### src/rtl/dff_reg_arbiter_pkg.sv
// Shared types and constants for the round-robin register write arbiter.
package dff_arb_pkg;

  typedef enum logic [1:0] {
    IDLE  = 2'd0,
    GRANT = 2'd1,
    HOLD  = 2'd2
  } state_t;

  localparam int CNT_W = 8;

  // A single requester still needs one owner bit.
  function automatic int own_w(input int n);
    return ($clog2(n) < 1) ? 1 : $clog2(n);
  endfunction

endpackage

### src/rtl/dff_reg_arbiter_if.sv
// Requester-side bus of the shared register arbiter, plus a state debug tap.
interface dff_reg_arbiter_if #(
  parameter int NUM_REQ = 4,
  parameter int DATA_W  = 8
) ();
  import dff_arb_pkg::*;

  localparam int OWN_W = own_w(NUM_REQ);

  // Handshake: requester i raises req[i] with its wdata slice and holds both
  // stable until gnt[i] pulses for one cycle; the write commits at the end of
  // that cycle and req[i] is dropped afterwards.
  logic [NUM_REQ-1:0]        req;
  logic [NUM_REQ*DATA_W-1:0] wdata;
  logic [NUM_REQ-1:0]        gnt;
  logic [DATA_W-1:0]         q;
  logic                      q_valid;
  logic [OWN_W-1:0]          owner;
  logic                      busy;
  state_t                    dbg_state;

  modport master (
    output req, wdata,
    input  gnt, q, q_valid, owner, busy, dbg_state
  );

  modport slave (
    input  req, wdata,
    output gnt, q, q_valid, owner, busy, dbg_state
  );

endinterface

### src/rtl/dff_reg_arbiter_rr_pick.sv
// Rotating-priority finder: first set req bit at or above ptr, else lowest set bit.
module rr_pick
  import dff_arb_pkg::*;
#(
  parameter int NUM_REQ = 4,
  parameter int OWN_W   = own_w(NUM_REQ)
) (
  input  logic [NUM_REQ-1:0] req,
  input  logic [OWN_W-1:0]   ptr,
  output logic               any,
  output logic [OWN_W-1:0]   idx
);

  logic             hi_any;
  logic [OWN_W-1:0] hi_idx;
  logic [OWN_W-1:0] lo_idx;

  // Descending scan so the last hit is the lowest index in each half.
  always_comb begin
    hi_any = 1'b0;
    hi_idx = '0;
    lo_idx = '0;
    for (int j = NUM_REQ - 1; j >= 0; j--) begin
      if (req[j]) begin
        lo_idx = OWN_W'(j);
        if (OWN_W'(j) >= ptr) begin
          hi_any = 1'b1;
          hi_idx = OWN_W'(j);
        end
      end
    end
    any = |req;
    idx = hi_any ? hi_idx : lo_idx;
  end

endmodule

### src/rtl/dff_reg_arbiter.sv
// Round-robin write arbiter owning one shared DATA_W-bit register, with a
// post-commit hold window so downstream logic can sample q.
module dff_reg_arbiter #(
  parameter int NUM_REQ     = 4,
  parameter int DATA_W      = 8,
  parameter int HOLD_CYCLES = 2
) (
  input  logic             clk,
  input  logic             reset,
  dff_reg_arbiter_if.slave bus
);
  import dff_arb_pkg::*;

  localparam int OWN_W = own_w(NUM_REQ);

  state_t             state;
  state_t             state_n;
  logic [OWN_W-1:0]   ptr;
  logic [OWN_W-1:0]   win;
  logic [OWN_W-1:0]   owner_r;
  logic [OWN_W-1:0]   pick_idx;
  logic               pick_any;
  logic [CNT_W-1:0]   cnt;
  logic [NUM_REQ-1:0] gnt_r;
  logic [DATA_W-1:0]  q_r;
  logic [DATA_W-1:0]  sel_data;
  logic               q_valid_r;

  rr_pick #(.NUM_REQ(NUM_REQ), .OWN_W(OWN_W)) u_pick (
    .req (bus.req),
    .ptr (ptr),
    .any (pick_any),
    .idx (pick_idx)
  );

  always_comb begin
    sel_data = '0;
    for (int i = 0; i < NUM_REQ; i++) begin
      if (win == OWN_W'(i)) sel_data = bus.wdata[i*DATA_W +: DATA_W];
    end
  end

  always_ff @(posedge clk) begin
    if (reset) state <= IDLE;
    else       state <= state_n;
  end

  always_comb begin
    state_n = state;
    case (state)
      IDLE:    if (pick_any) state_n = GRANT;
      GRANT:   state_n = (HOLD_CYCLES == 0) ? IDLE : HOLD;
      HOLD:    if (cnt <= CNT_W'(1)) state_n = IDLE;
      default: state_n = IDLE;
    endcase
  end

  // Commit uses wdata as seen at the close of GRANT, even if req has dropped.
  always_ff @(posedge clk) begin
    if (reset) begin
      gnt_r     <= '0;
      q_r       <= '0;
      q_valid_r <= 1'b0;
      owner_r   <= '0;
      ptr       <= '0;
      win       <= '0;
      cnt       <= '0;
    end else begin
      case (state)
        IDLE: begin
          if (pick_any) begin
            win   <= pick_idx;
            gnt_r <= NUM_REQ'(1) << pick_idx;
          end
        end
        GRANT: begin
          gnt_r     <= '0;
          q_r       <= sel_data;
          owner_r   <= win;
          q_valid_r <= 1'b1;
          ptr       <= (win == OWN_W'(NUM_REQ - 1)) ? '0 : win + 1'b1;
          cnt       <= CNT_W'(HOLD_CYCLES);
        end
        HOLD:    cnt <= cnt - 1'b1;
        default: ;
      endcase
    end
  end

  assign bus.gnt       = gnt_r;
  assign bus.q         = q_r;
  assign bus.q_valid   = q_valid_r;
  assign bus.owner     = owner_r;
  assign bus.busy      = (state != IDLE);
  assign bus.dbg_state = state;

endmodule
### src/flat_wrapper.sv
// flat-port wrapper written by rule: the top's interface ports become plain ports
module dff_reg_arbiter_flat import dff_arb_pkg::*;
#(
  parameter int NUM_REQ     = 4,
  parameter int DATA_W      = 8,
  parameter int HOLD_CYCLES = 2
)
  (clk, reset, bus_req, bus_wdata, bus_gnt, bus_q, bus_q_valid, bus_owner, bus_busy, bus_dbg_state);
  dff_reg_arbiter_if #(.NUM_REQ(NUM_REQ), .DATA_W(DATA_W)) bus_i ();
  input  logic clk;
  input  logic reset;
  input wire logic [$bits(bus_i.req)-1:0] bus_req;
  input wire logic [$bits(bus_i.wdata)-1:0] bus_wdata;
  output wire logic [$bits(bus_i.gnt)-1:0] bus_gnt;
  output wire logic [$bits(bus_i.q)-1:0] bus_q;
  output wire logic [$bits(bus_i.q_valid)-1:0] bus_q_valid;
  output wire logic [$bits(bus_i.owner)-1:0] bus_owner;
  output wire logic [$bits(bus_i.busy)-1:0] bus_busy;
  output wire logic [$bits(bus_i.dbg_state)-1:0] bus_dbg_state;
  assign bus_i.req = bus_req;
  assign bus_i.wdata = bus_wdata;
  assign bus_gnt = bus_i.gnt;
  assign bus_q = bus_i.q;
  assign bus_q_valid = bus_i.q_valid;
  assign bus_owner = bus_i.owner;
  assign bus_busy = bus_i.busy;
  assign bus_dbg_state = bus_i.dbg_state;
  dff_reg_arbiter #(.NUM_REQ(NUM_REQ), .DATA_W(DATA_W), .HOLD_CYCLES(HOLD_CYCLES)) u_core (.clk(clk), .reset(reset), .bus(bus_i));
endmodule
### config.mk
export PLATFORM = sky130hd
export DESIGN_NAME = dff_reg_arbiter_flat
export DESIGN_NICKNAME = d
export VERILOG_FILES = /design/src/rtl/dff_reg_arbiter_pkg.sv /design/src/rtl/dff_reg_arbiter_if.sv /design/src/rtl/dff_reg_arbiter_rr_pick.sv /design/src/rtl/dff_reg_arbiter.sv /design/src/flat_wrapper.sv
export SDC_FILE = /design/constraint.sdc
export NUM_CORES = 1
export LEC_CHECK = 0
export ABC_AREA = 1
export CELL_PAD_IN_SITES_DETAIL_PLACEMENT = 1
export CELL_PAD_IN_SITES_GLOBAL_PLACEMENT = 1
export CORE_AREA = 2 2 67 85
export DETAILED_ROUTE_END_ITERATION = 12
export DIE_AREA = 0 0 69 87
export PLACE_DENSITY = 0.78
export SYNTH_ARGS = -nofsm -noshare
export SYNTH_HDL_FRONTEND = slang
export SYNTH_SLANG_ARGS = --single-unit
### constraint.sdc
create_clock -name clk -period 1.7 [get_ports clk]
set_clock_uncertainty 0.1 [all_clocks]
set_input_delay 0.255 -clock clk [delete_from_list [all_inputs] [get_ports clk]]
set_output_delay 0.255 -clock clk [all_outputs]
set_load 0.01 [all_outputs]
Word-level counts from Yosys, hierarchy flattened
Cells that the tools add are included. W data, S select, Z words.

Mux-type cells: 32. Shift-type cells: 1. Reduce and logical (&&, ||, !) cells: 9. Equality and inequality tests: 7. Add/sub/neg operators: 2. Order comparisons: 5.

Operators with widths (number): $mux W2 (16); $mux W8 (4); $pmux W8 S2 (1); $le A8 B1 Y1 const B (1); $mux W1 (8); $pmux W4 S2 (1); $sub A8 B1 Y8 const B (1); $eq A2 B2 Y1 const B (3); $pmux W2 S3 (1); $reduce_and A2 Y1 (3); $reduce_bool A2 Y1 (3); $eq A2 B1 Y1 const B (2); $ge A1 B2 Y1 const A (2); $ge A2 B2 Y1 const A (2); $logic_not A2 Y1 (2); $mux W4 (1); $ne A2 B1 Y1 const B (2); $reduce_or A4 Y1 (1); $shl A1 B2 Y4 const A (1); $add A2 B1 Y2 const B (1).

Register bits after elaboration: 29. Logic and storage cells: 64. Output and inout port bits: 18.

Logic depth before layout (Yosys ltp)
Gate-level depths: netlist of run 1.

Depth in word-level cells: 13. Gate-level depth with buffers: 9.

Modules after synthesis
Synthesis of run 1 repeated with hierarchy kept, for this count alone.

Cell total of the unflattened synthesis: 251. Area, all modules: 1635.3 um^2.

Modules (own cells, without submodules): dff_reg_arbiter (seq. area each 580.6 um^2, area an instance 1534.0 um^2, cells an instance 227, times used 1); rr_pick (seq. area each 0.0 um^2, area an instance 101.3 um^2, cells an instance 24, times used 1).

Least setup slack after synthesis of run 1
No wires, ideal clock.

Kind: reg2reg. Start point: reg u_core.state[0] (netlist: u_core.bus.dbg_state[0]). End point: reg u_core.cnt[5]. Stages on the path, launching flop included: 9. Period minus slack after synthesis: 1.563 ns. Buffers on the path: 0. Slack: 0.137 ns. Data arrival time: 1.393 ns. Library setup time: 0.070 ns. Cell sequence: dfxtp_1 inv_1 ha_1 inv_2 nor2_4 nand2_2 nor3_2 o21ai_0 a21oi_1.

Word-level cells in the longest chain between the ends: 2. Elaborated cells on any way between the ends: 4. Classes of those cells: eq/ne (2); mux (1); reduce/logical (1).

RTL lines: from (decl) (line dff_reg_arbiter.sv:16) `state_t state;`; from (signal assigned) (line dff_reg_arbiter.sv:45) `else state <= state_n;`; $eq A2 B2 Y1 or $eq A2 B1 Y1 (tied branches) (line dff_reg_arbiter.sv:69) `case (state)`; $pmux W8 S2 or $reduce_bool A2 Y1 (tied branches); to (signal assigned) (line dff_reg_arbiter.sv:82) `cnt <= CNT_W'(HOLD_CYCLES);`; to (signal assigned) (line dff_reg_arbiter.sv:84) `HOLD: cnt <= cnt - 1'b1;`; to (decl) (line dff_reg_arbiter.sv:23) `logic [CNT_W-1:0] cnt;`.

Parallel ways exist; a longest one is shown, timed or not. A chain may end at the register's enable or synchronous reset.

Worst setup path in the final report of run 1
Start point: reg u_core.state[0] (netlist: u_core.bus.dbg_state[0]). End point: out bus_dbg_state[0].

RTL lines: to (decl) (line flat_wrapper.sv:19) `output wire logic [$bits(bus_i.dbg_state)-1:0] bus_dbg_state;`.

No word-level cell between the ends.

==> impl_metrics.tcl, run 1 <==
set metrics [dict create \
    worstSetupStartpointType "flop" \
    crit_path_end_kind "output port" \
    track_usage_pct 16.0 \
    synthDistinctLibCells 22 \
    fin_cells 356 \
    drive_gt1_share_pct 9.59 \
    period_minus_slack_ps 1620 \
    cts_tree "built" \
    final_area_um2 2350 \
    io-pin-count 56 \
    power.leakage_uw 0.00102 \
    yosys-top-cells-area "dfxtp_1 37%, a21oi_1 13%, nand2_1 11%" \
    gp_congestion 0.774 \
    synthCells 226 \
    ys_seq_elements 29 \
    synth.cell_area_um2 1580 \
    die_w_um 69 \
    yosysSeqAreaShare_pct 36.7 \
    nNetsFinal 339 \
    dpl-instance-area_um2 2250 \
    ctsLongestPathBuffers 2 \
    critical_path_class "reg2out" \
    setup_viol 0 \
    clkSinkCount 29 \
    p_per_area_nw_per_um2 1590 \
    post-route-util_pct 44.7 \
    drc 0 \
    routed_wirelength_um 4630 \
    status "finished clean" \
    relSlewSlack_pct 77.6 \
    io_buffer_count 55 \
    grt_max_degree 14 \
    final_common_cell "clkdlybuf4s50_1" \
    worstPathRequired_ps 1340 \
    h-tree-depth 2 \
    drv_slew 0 \
    filler_cell_count 694 \
    design.core.area_um2 5260 \
    worstMarginPinSlew_ps 336 \
    grt_pass1_wl_um 7810 \
    cts_buffers 5 \
    drt_first_pass_iters 3 \
    path_clk_slew_ps 60 \
    hold_viol 0 \
    antenna_found_initial 0 \
    grt_overflow 0 \
    cts-root-buf "clkbuf_8" \
    initial_core_util_pct 30.1 \
    synth_fp_nets 274 \
    fmax_mhz 615 \
    ir_drop_mv 0.555 \
    hold_class "reg2reg" \
    avgSynthCellArea_um2 7.00 \
    vias 1698 \
    std_cell_rows 30 \
    cp_max_fo 3 \
    layout_common_cells "54 x clkdlybuf4s50_1, 48 x nand2_1, 40 x a21oi_1, 29 x dfxtp_1, 24 x inv_1" \
    area_growth_pct 48.4 \
    cp.arrival_ps 1270 \
    synth_top_area_share_pct 36.7 \
    insertion_delay_ps 280 \
    tns_ps 0 \
    drtIter0Drc 20 \
    whs_ps 365 \
    period_share_pct 95.6 \
    placed_cells 348 \
    die_area_um2 6000 \
    synth_warnings 0 \
    die_h_um 87 \
    final_antenna_net_count 0 \
    diodes 0 \
    wl_per_cell_um 13.0 \
    dpl.hpwl_um 3720 \
    via_per_inst 4.77 \
    synth_area_leader_cell "dfxtp_1" \
    rsz0062_at_grt "false" \
    grt_pass1_vias 1795 \
    cap_violations 0 \
]
## logic make-up (layout without fill, tap and decap cells)
| logic type | Yosys count | in the layout | synth area share [%] |
|---|---|---|---|
| AND/OR/NAND/NOR | 85 | 85 | 22.8 |
| AO/OA/AOI/OAI | 67 | 67 | 22.9 |
| buffers and inverters | 33 | 99 | 8.62 |
| flip-flops | 29 | 29 | 36.7 |
| adder cells (fa/ha/maj) | 10 | 10 | 7.91 |
| XOR/XNOR | 2 | 2 | 1.11 |
## timing repair
action,4_1_cts,5_1_grt
hold buffers,0,0
cloned,0,0
setup endpoints to repair,1,2
buffers inserted,0,0
gates resized for setup,1,4
hold endpoints to repair,0,0
## layout make-up
cell class | instances | area, um^2 | area share (%)
multi-input cells | 164 | 883 | 37.6
repair buffers | 65 | 624 | 26.6
flip-flops and latches | 29 | 581 | 24.7
inverters | 26 | 97.6 | 4.16
well taps | 64 | 80.1 | 3.41
clock buffers | 6 | 72.6 | 3.09
clock inverters | 2 | 10.0 | 0.426
## state kept, by name, indices dropped and copies added, names as in the netlist
name,cells
u_core.bus.dbg_state,2
u_core.bus.gnt,4
u_core.bus.owner,2
u_core.bus.q,8
u_core.bus.q_valid,1
u_core.cnt,8
u_core.ptr,2
u_core.win,2
## final timing paths
| kind | startpoint | end | slack, ps | depth (start not counted) |
|---|---|---|---|---|
| setup / recovery | u_core.bus.dbg_state[0]$_SDFFE_PP0P_ | bus_dbg_state[0] | 80 | 2 |
| hold / removal | u_core.cnt[5]$_SDFFE_PP0P_ | u_core.cnt[5]$_SDFFE_PP0P_ | 360 | 1 |
| setup reg to reg | u_core.win[1]$_SDFFE_PP0P_ | u_core.bus.q[6]$_SDFFE_PP0P_ | 170 | 7 |
| hold reg to reg | u_core.cnt[5]$_SDFFE_PP0P_ | u_core.cnt[5]$_SDFFE_PP0P_ | 360 | 1 |
## critical path, stage by stage (launching register included)
cell,delay [ps]
dfxtp_1,340
buf_4,130
clkdlybuf4s50_1,530
## where the power goes
| group | internal, uW | total [uW] | switching, uW |
|---|---|---|---|
| Sequential | 935 | 1110 | 179 |
| Clock | 283 | 546 | 263 |
| Combinational | 934 | 2080 | 1150 |
## Yosys cell counts
master    instances
a21oi_1          40
and2_1            1
buf_2             4
buf_6             1
clkbuf_1          2
clkinv_1          1
dfxtp_1          29
ha_1             10
inv_1            24
inv_2             1
nand2_1          48
nand2_2           1
nand3_1           8
nand4_1           1
nor2_1           22
nor2_2            1
nor2_4            2
nor3_2            1
o211ai_1          8
o21ai_0          17
o21ai_2           2
xor2_1            2
## metal layers
| metal | wire length (um) | track usage, % |
|---|---|---|
| met2 | 2360 | 29.7 |
| met5 | 0 | 0 |
| met4 | 59 | 4.81 |
| met3 | 232 | 4.98 |
| met1 | 1980 | 17.4 |
## through the flow
step	setup WS (ps)	power, uW
after floorplan	137	2380
after global placement	105	3120
after detailed placement	58.4	3190
after CTS	60.8	3740
after global routing	29.3	4130
final	75.1	3740
Power figures use the tool's default switching activity.
==> inputs of run 2 (changes only) <==
--- a/config.mk
+++ b/config.mk
@@ -5,13 +5,12 @@
 export SDC_FILE = /design/constraint.sdc
 export NUM_CORES = 1
 export LEC_CHECK = 0
-export ABC_AREA = 1
 export CELL_PAD_IN_SITES_DETAIL_PLACEMENT = 1
 export CELL_PAD_IN_SITES_GLOBAL_PLACEMENT = 1
-export CORE_AREA = 2 2 67 85
+export CORE_AREA = 2 2 66 84
 export DETAILED_ROUTE_END_ITERATION = 12
-export DIE_AREA = 0 0 69 87
-export PLACE_DENSITY = 0.78
+export DIE_AREA = 0 0 68 86
+export PLACE_DENSITY = 0.77
 export SYNTH_ARGS = -nofsm -noshare
 export SYNTH_HDL_FRONTEND = slang
 export SYNTH_SLANG_ARGS = --single-unit
==> impl_metrics.tcl, run 2 <==
set metrics [dict create \
    status "finished clean" \
    fmax_mhz 602 \
    grt_max_degree 18 \
    insertion_delay_ps 280 \
    drv_slew 0 \
    hold_class "reg2reg" \
    cp.arrival_ps 1750 \
    p_sw_uw 1380 \
    std_cell_rows 29 \
    synth_warnings 0 \
    initial_core_util_pct 32.1 \
    period_share_pct 97.7 \
    synth_edf_count 0 \
    worstMarginPinSlew_ps 315 \
    power.internal_uw 2300 \
    area_growth_pct 57.2 \
    io_buffer_count 55 \
    yosys-top-cells-area "dfxtp_1 36%, ha_1 7.8%, nor2_1 7.0%" \
    synth.most_common_cell "nor2_1" \
    layout_common_cells "54 x clkdlybuf4s50_1, 29 x nor2_1, 27 x dfxtp_1, 23 x buf_4, 13 x nand2_1" \
    synthDistinctLibCells 38 \
    slowest_delay_ps 530 \
    dpl-instance-area_um2 2360 \
    post_cts_buffers 0 \
    gp_congestion 0.737 \
    synthArstFlopShare_pct 0 \
    pwr-share-comb_pct 54.2 \
    post-route-util_pct 50.4 \
    cts-root-buf "clkbuf_8" \
    diodes 0 \
    track_usage_pct 16.5 \
    die_area_um2 5850 \
    design.core.area_um2 5010 \
    io-pin-count 56 \
    synth_top_area_share_pct 36.1 \
    clkSinkCount 29 \
    synth.cell_area_um2 1610 \
    drt_first_pass_iters 4 \
    crit_chain "clkdlybuf4s50_1 -> nor4_4 -> buf_4 -> nor2_1 -> or3_1 -> o31ai_2" \
    synth-main-ff-cell "dfxtp_1" \
    worst-path-buf-inv 2 \
    die_w_um 68 \
    drtIter0Drc 62 \
    synthCells 182 \
    routed_wirelength_um 4810 \
    cp_max_fo 5 \
    whs_ps 379 \
    final_antenna_net_count 0 \
    final_area_um2 2530 \
    tns_ps 0 \
    ir_drop_mv 0.678 \
    die_h_um 86 \
    crit_slowest_cell "clkdlybuf4s50_1" \
    p_per_area_nw_per_um2 1460 \
    grt_pass1_wl_um 7380 \
    power.leakage_uw 0.00101 \
    nNetsFinal 306 \
    grt_pass1_vias 1615 \
    ctsLongestPathBuffers 2 \
    setup_viol 0 \
    avgSynthCellArea_um2 8.83 \
    drc 0 \
    yosysSeqAreaShare_pct 36.1 \
    drive_gt1_share_pct 21.2 \
    dpl.hpwl_um 3610 \
    cp_top_family "simple AND/OR/NAND/NOR gates" \
    grt_overflow 0 \
    antenna_found_initial 0 \
    p_clk_share_pct 17.1 \
    period_minus_slack_ps 1660 \
    rsz0062_at_grt "true" \
    ctsHoldBuffers 0 \
    synth_area_leader_cell "dfxtp_1" \
    hold_viol 0 \
    wl_per_cell_um 15.0 \
    crit_path_end_kind "flop" \
    critical_path_class "in2reg" \
    vias 1618 \
    final_common_cell "clkdlybuf4s50_1" \
    pwr-share-seq_pct 28.7 \
    synth_fp_nets 230 \
    switching_share_pct 37.6 \
    ys_seq_elements 29 \
    worstSetupStartpointType "primary input" \
    filler_cell_count 591 \
    cts_tree "built" \
    worstPathRequired_ps 1790 \
    cts_buffers 5 \
    synth_common_cells "30 x nor2_1, 29 x dfxtp_1, 13 x nand2_1" \
    cap_violations 0 \
    h-tree-depth 2 \
    path_clk_slew_ps 70 \
    via_per_inst 5.04 \
    relSlewSlack_pct 78.9 \
]
run 2: area by class of cell:
type	instances	area [um^2]	share of cell area [%]
clock buffer	7	96.3	3.81
tap	62	77.6	3.07
timing repair buffer	78	718	28.4
multi-input combinational	134	1010	39.9
sequential	29	583	23.1
inverter	10	37.5	1.49
clock inverter	1	5.00	0.198
run 2: tightest hold or removal path: stages (launching register included):
cell     delay (ps)
dfxtp_1         310
nor2_1           80
nor3_1           50
run 2: routing by layer:
metal | share of wire [%] | GRT usage (%)
met1 | 41 | 18.7
met2 | 51 | 29.2
met3 | 7.2 | 4.72
met4 | 1.1 | 4.91
met5 | 0 | 0
run 2: stage by stage:
stage	setup WS, ps	total power (uW)	cells
detailed placement	-213	2980	313
floorplan	27.9	2140	182
global route	-70.8	3980	321
finish	39.0	3680	321
CTS	3.88	3650	321
global placement	-161	2910	313
run 2: timing repair:
| item | 4_1_cts | 5_1_grt |
|---|---|---|
| resized for setup | 6 | 15 |
| endpoints found under the setup margin | 8 | 18 |
| pin swaps | 0 | 2 |
run 2: power groups by stage:
stage / clock, uW / sequential (uW) / combinational, uW
after floorplan: 0 / 1080 / 1060
after global placement: 0 / 1030 / 1880
after detailed placement: 0 / 1050 / 1930
after CTS: 643 / 1040 / 1960
after global routing: 685 / 1080 / 2220
final: 630 / 1060 / 1990
run 2: path summary, 6_finish.rpt:
| path | from | to | slack (ps) | cells after the start |
|---|---|---|---|---|
| setup / recovery | bus_req[0] | u_core.win[0]$_SDFFE_PP0P_ | 40 | 6 |
| hold / removal | u_core.bus.q[2]$_SDFFE_PP0P_ | u_core.bus.q[2]$_SDFFE_PP0P_ | 380 | 2 |
| setup reg to reg | u_core.win[0]$_SDFFE_PP0P_ | u_core.bus.q[2]$_SDFFE_PP0P_ | 60 | 6 |
| hold reg to reg | u_core.bus.q[2]$_SDFFE_PP0P_ | u_core.bus.q[2]$_SDFFE_PP0P_ | 380 | 2 |
run 2: kinds of logic (layout without fill, tap and decap cells):
kind of cell	Yosys count	in the layout	share of synthesized area (%)
and+or+nand+nor	73	73	24.0
AOI/OAI and AO/OA	37	37	18.8
DFF	29	29	36.1
buffers and inverters	19	96	5.14
adders and majority gates	10	10	7.79
xor gates and xnor gates	7	7	3.82
muxes	7	7	4.36
==> inputs of run 3 (changes only) <==
--- a/config.mk
+++ b/config.mk
@@ -10,7 +10,8 @@
 export CORE_AREA = 2 2 66 84
 export DETAILED_ROUTE_END_ITERATION = 12
 export DIE_AREA = 0 0 68 86
-export PLACE_DENSITY = 0.77
+export GPL_ROUTABILITY_DRIVEN = 0
+export PLACE_DENSITY = 0.89
 export SYNTH_ARGS = -nofsm -noshare
 export SYNTH_HDL_FRONTEND = slang
 export SYNTH_SLANG_ARGS = --single-unit
==> impl_metrics.tcl, run 3 (synthesis gave the netlist of run 2 again) <==
set metrics [dict create \
    critical_path_class "reg2reg" \
    layout_common_cells "54 x clkdlybuf4s50_1, 29 x nor2_1, 28 x dfxtp_1, 20 x buf_4, 13 x nand2_1" \
    drc 0 \
    initial_core_util_pct 32.1 \
    cp-startpoint "u_core.bus.dbg_state[1]$_SDFFE_PP0P_" \
    pwr-share-seq_pct 29.1 \
    hold_viol 0 \
    power.leakage_uw 0.000984 \
    ctsHoldBuffers 0 \
    insertion_delay_ps 280 \
    period_share_pct 95.8 \
    grtUsageMet2_pct 32.0 \
    routed_wirelength_um 4930 \
    power.internal_uw 2200 \
    track_usage_pct 17.5 \
    crit_slowest_cell "ha_1" \
    grt_overflow 0 \
    busiest_layer "met2" \
    design.core.area_um2 5010 \
    r2r-start "u_core.bus.dbg_state[1]$_SDFFE_PP0P_" \
    final_common_cell "clkdlybuf4s50_1" \
    die_area_um2 5850 \
    std_cell_rows 29 \
    cp_max_fo 3 \
    cts_buffers 5 \
    h-tree-depth 2 \
    p_per_area_nw_per_um2 1440 \
    ir_drop_mv 0.704 \
    crit_path_end "u_core.cnt[5]$_SDFFE_PP0P_" \
    drtIter0Drc 35 \
    dpl.hpwl_um 3740 \
    ctsLongestPathBuffers 2 \
    grt_max_degree 18 \
    cts_tree "built" \
    via_per_inst 5.10 \
    drive_gt1_share_pct 18.0 \
    slowest_delay_ps 360 \
    r2r_end "u_core.cnt[5]$_SDFFE_PP0P_" \
    status "finished clean" \
    setup_viol 0 \
    grt_pass1_vias 1741 \
    clkSinkCount 29 \
    period_minus_slack_ps 1630 \
    hold_class "reg2reg" \
    relSlewSlack_pct 71.4 \
    cts-root-buf "clkbuf_8" \
    area_growth_pct 54.1 \
    die_w_um 68 \
    rsz0062_at_grt "true" \
    drv_slew 0 \
    worstRegToRegCells 6 \
    worstPathRequired_ps 1770 \
    ff2ff_setup_slack_ps 70 \
    drt_first_pass_iters 4 \
    diodes 0 \
    p_sw_uw 1380 \
    vias 1623 \
    crit_path_end_kind "flop" \
    p_clk_share_pct 15.2 \
    cap_violations 0 \
    wl_per_cell_um 15.5 \
    antenna_found_initial 0 \
    die_h_um 86 \
    cp.arrival_ps 1700 \
    path_clk_slew_ps 60 \
    whs_ps 380 \
    io_buffer_count 55 \
    grt_pass1_wl_um 7750 \
    final_antenna_net_count 0 \
    crit_chain "inv_1 -> ha_1 -> nor4b_4 -> nand2_1 -> xor2_1 -> nor2_1" \
    switching_share_pct 38.6 \
    post_cts_buffers 0 \
    use_met3_pct 5.51 \
    fmax_mhz 614 \
    pwr-share-comb_pct 55.6 \
    finalPower_uw 3580 \
    nNetsFinal 303 \
    io-pin-count 56 \
    worstSetupStartpointType "flop" \
    worstMarginPinSlew_ps 426 \
    grtUsageMet1_pct 17.7 \
]
-- run 3: cell count changes in the layout (fill, tap and decap cells not counted), moves of 2 or more --
cell	change
buf_4	-3
clkbuf_8	-2
nor3_2	-2
nor3_1	+2
-- run 3: cell type report --
type	instances	area [um^2]
Clock buffer	6	72.6
Sequential cell	29	582
Inverter	10	37.5
Timing Repair Buffer	75	699
Multi-Input combinational cell	134	997
Clock inverter	2	10.0
Tap cell	62	77.6
Fill cell	591	2530
-- run 3: worst min path at each step --
stage | startpoint | depth (start not counted) | slack, ps | end
2_1_floorplan | reset | 2 | 340 | u_core.bus.dbg_state[0]$_SDFFE_PP0P_
3_3_place_gp | u_core.bus.q_valid$_SDFFE_PP0P_ | 2 | 360 | u_core.bus.q_valid$_SDFFE_PP0P_
3_5_place_dp | u_core.bus.q_valid$_SDFFE_PP0P_ | 2 | 360 | u_core.bus.q_valid$_SDFFE_PP0P_
4_1_cts | u_core.bus.q_valid$_SDFFE_PP0P_ | 2 | 380 | u_core.bus.q_valid$_SDFFE_PP0P_
5_1_grt | u_core.bus.gnt[3]$_SDFFE_PP0P_ | 1 | 400 | u_core.bus.gnt[3]$_SDFFE_PP0P_
6_report | u_core.bus.q_valid$_SDFFE_PP0P_ | 2 | 380 | u_core.bus.q_valid$_SDFFE_PP0P_
-- run 3: what timing repair did --
action,CTS,global route
gates resized for setup,5,10
setup endpoints to repair,10,16
pin swaps,0,1
-- run 3: per-stage QoR --
| step | std cells | setup TNS (ps) | instance area, um^2 | utilization [%] | setup slack (ps) |
|---|---|---|---|---|---|
| after floorplan | 182 | 0 | 1610 | - | 27.9 |
| after global placement | 310 | -877 | 2340 | 46.7 | -146 |
| after detailed placement | 310 | -1750 | 2340 | 46.7 | -225 |
| after CTS | 318 | -8.78 | 2440 | 48.7 | -8.78 |
| after global routing | 318 | -232 | 2480 | 49.5 | -49.3 |
| final | 318 | 0 | 2480 | 49.5 | 71.8 |
-- run 3: power by group through the flow --
stage	clock network, uW	logic [uW]	registers, uW
finish	545	1990	1040
global route	589	2210	1070
CTS	560	1960	1030
detailed placement	0	1930	1040
global placement	0	1850	1030
floorplan	0	1060	1080
-- run 3: worst max-delay path, delay by kind of cell, from the launching register on --
kind | cells | cell delay, ps
simple gates | 3 | 490
fa+ha+maj | 1 | 360
flops | 1 | 330
xor+xnor | 1 | 160
buf+inv | 1 | 80
-- run 3: metal layers --
| metal | up-vias | routed length [um] |
|---|---|---|
| li1 | 794 | - |
| met1 | 768 | 1850 |
| met2 | 53 | 2570 |
| met3 | 8 | 436 |
| met4 | 0 | 78 |
| met5 | - | 0 |
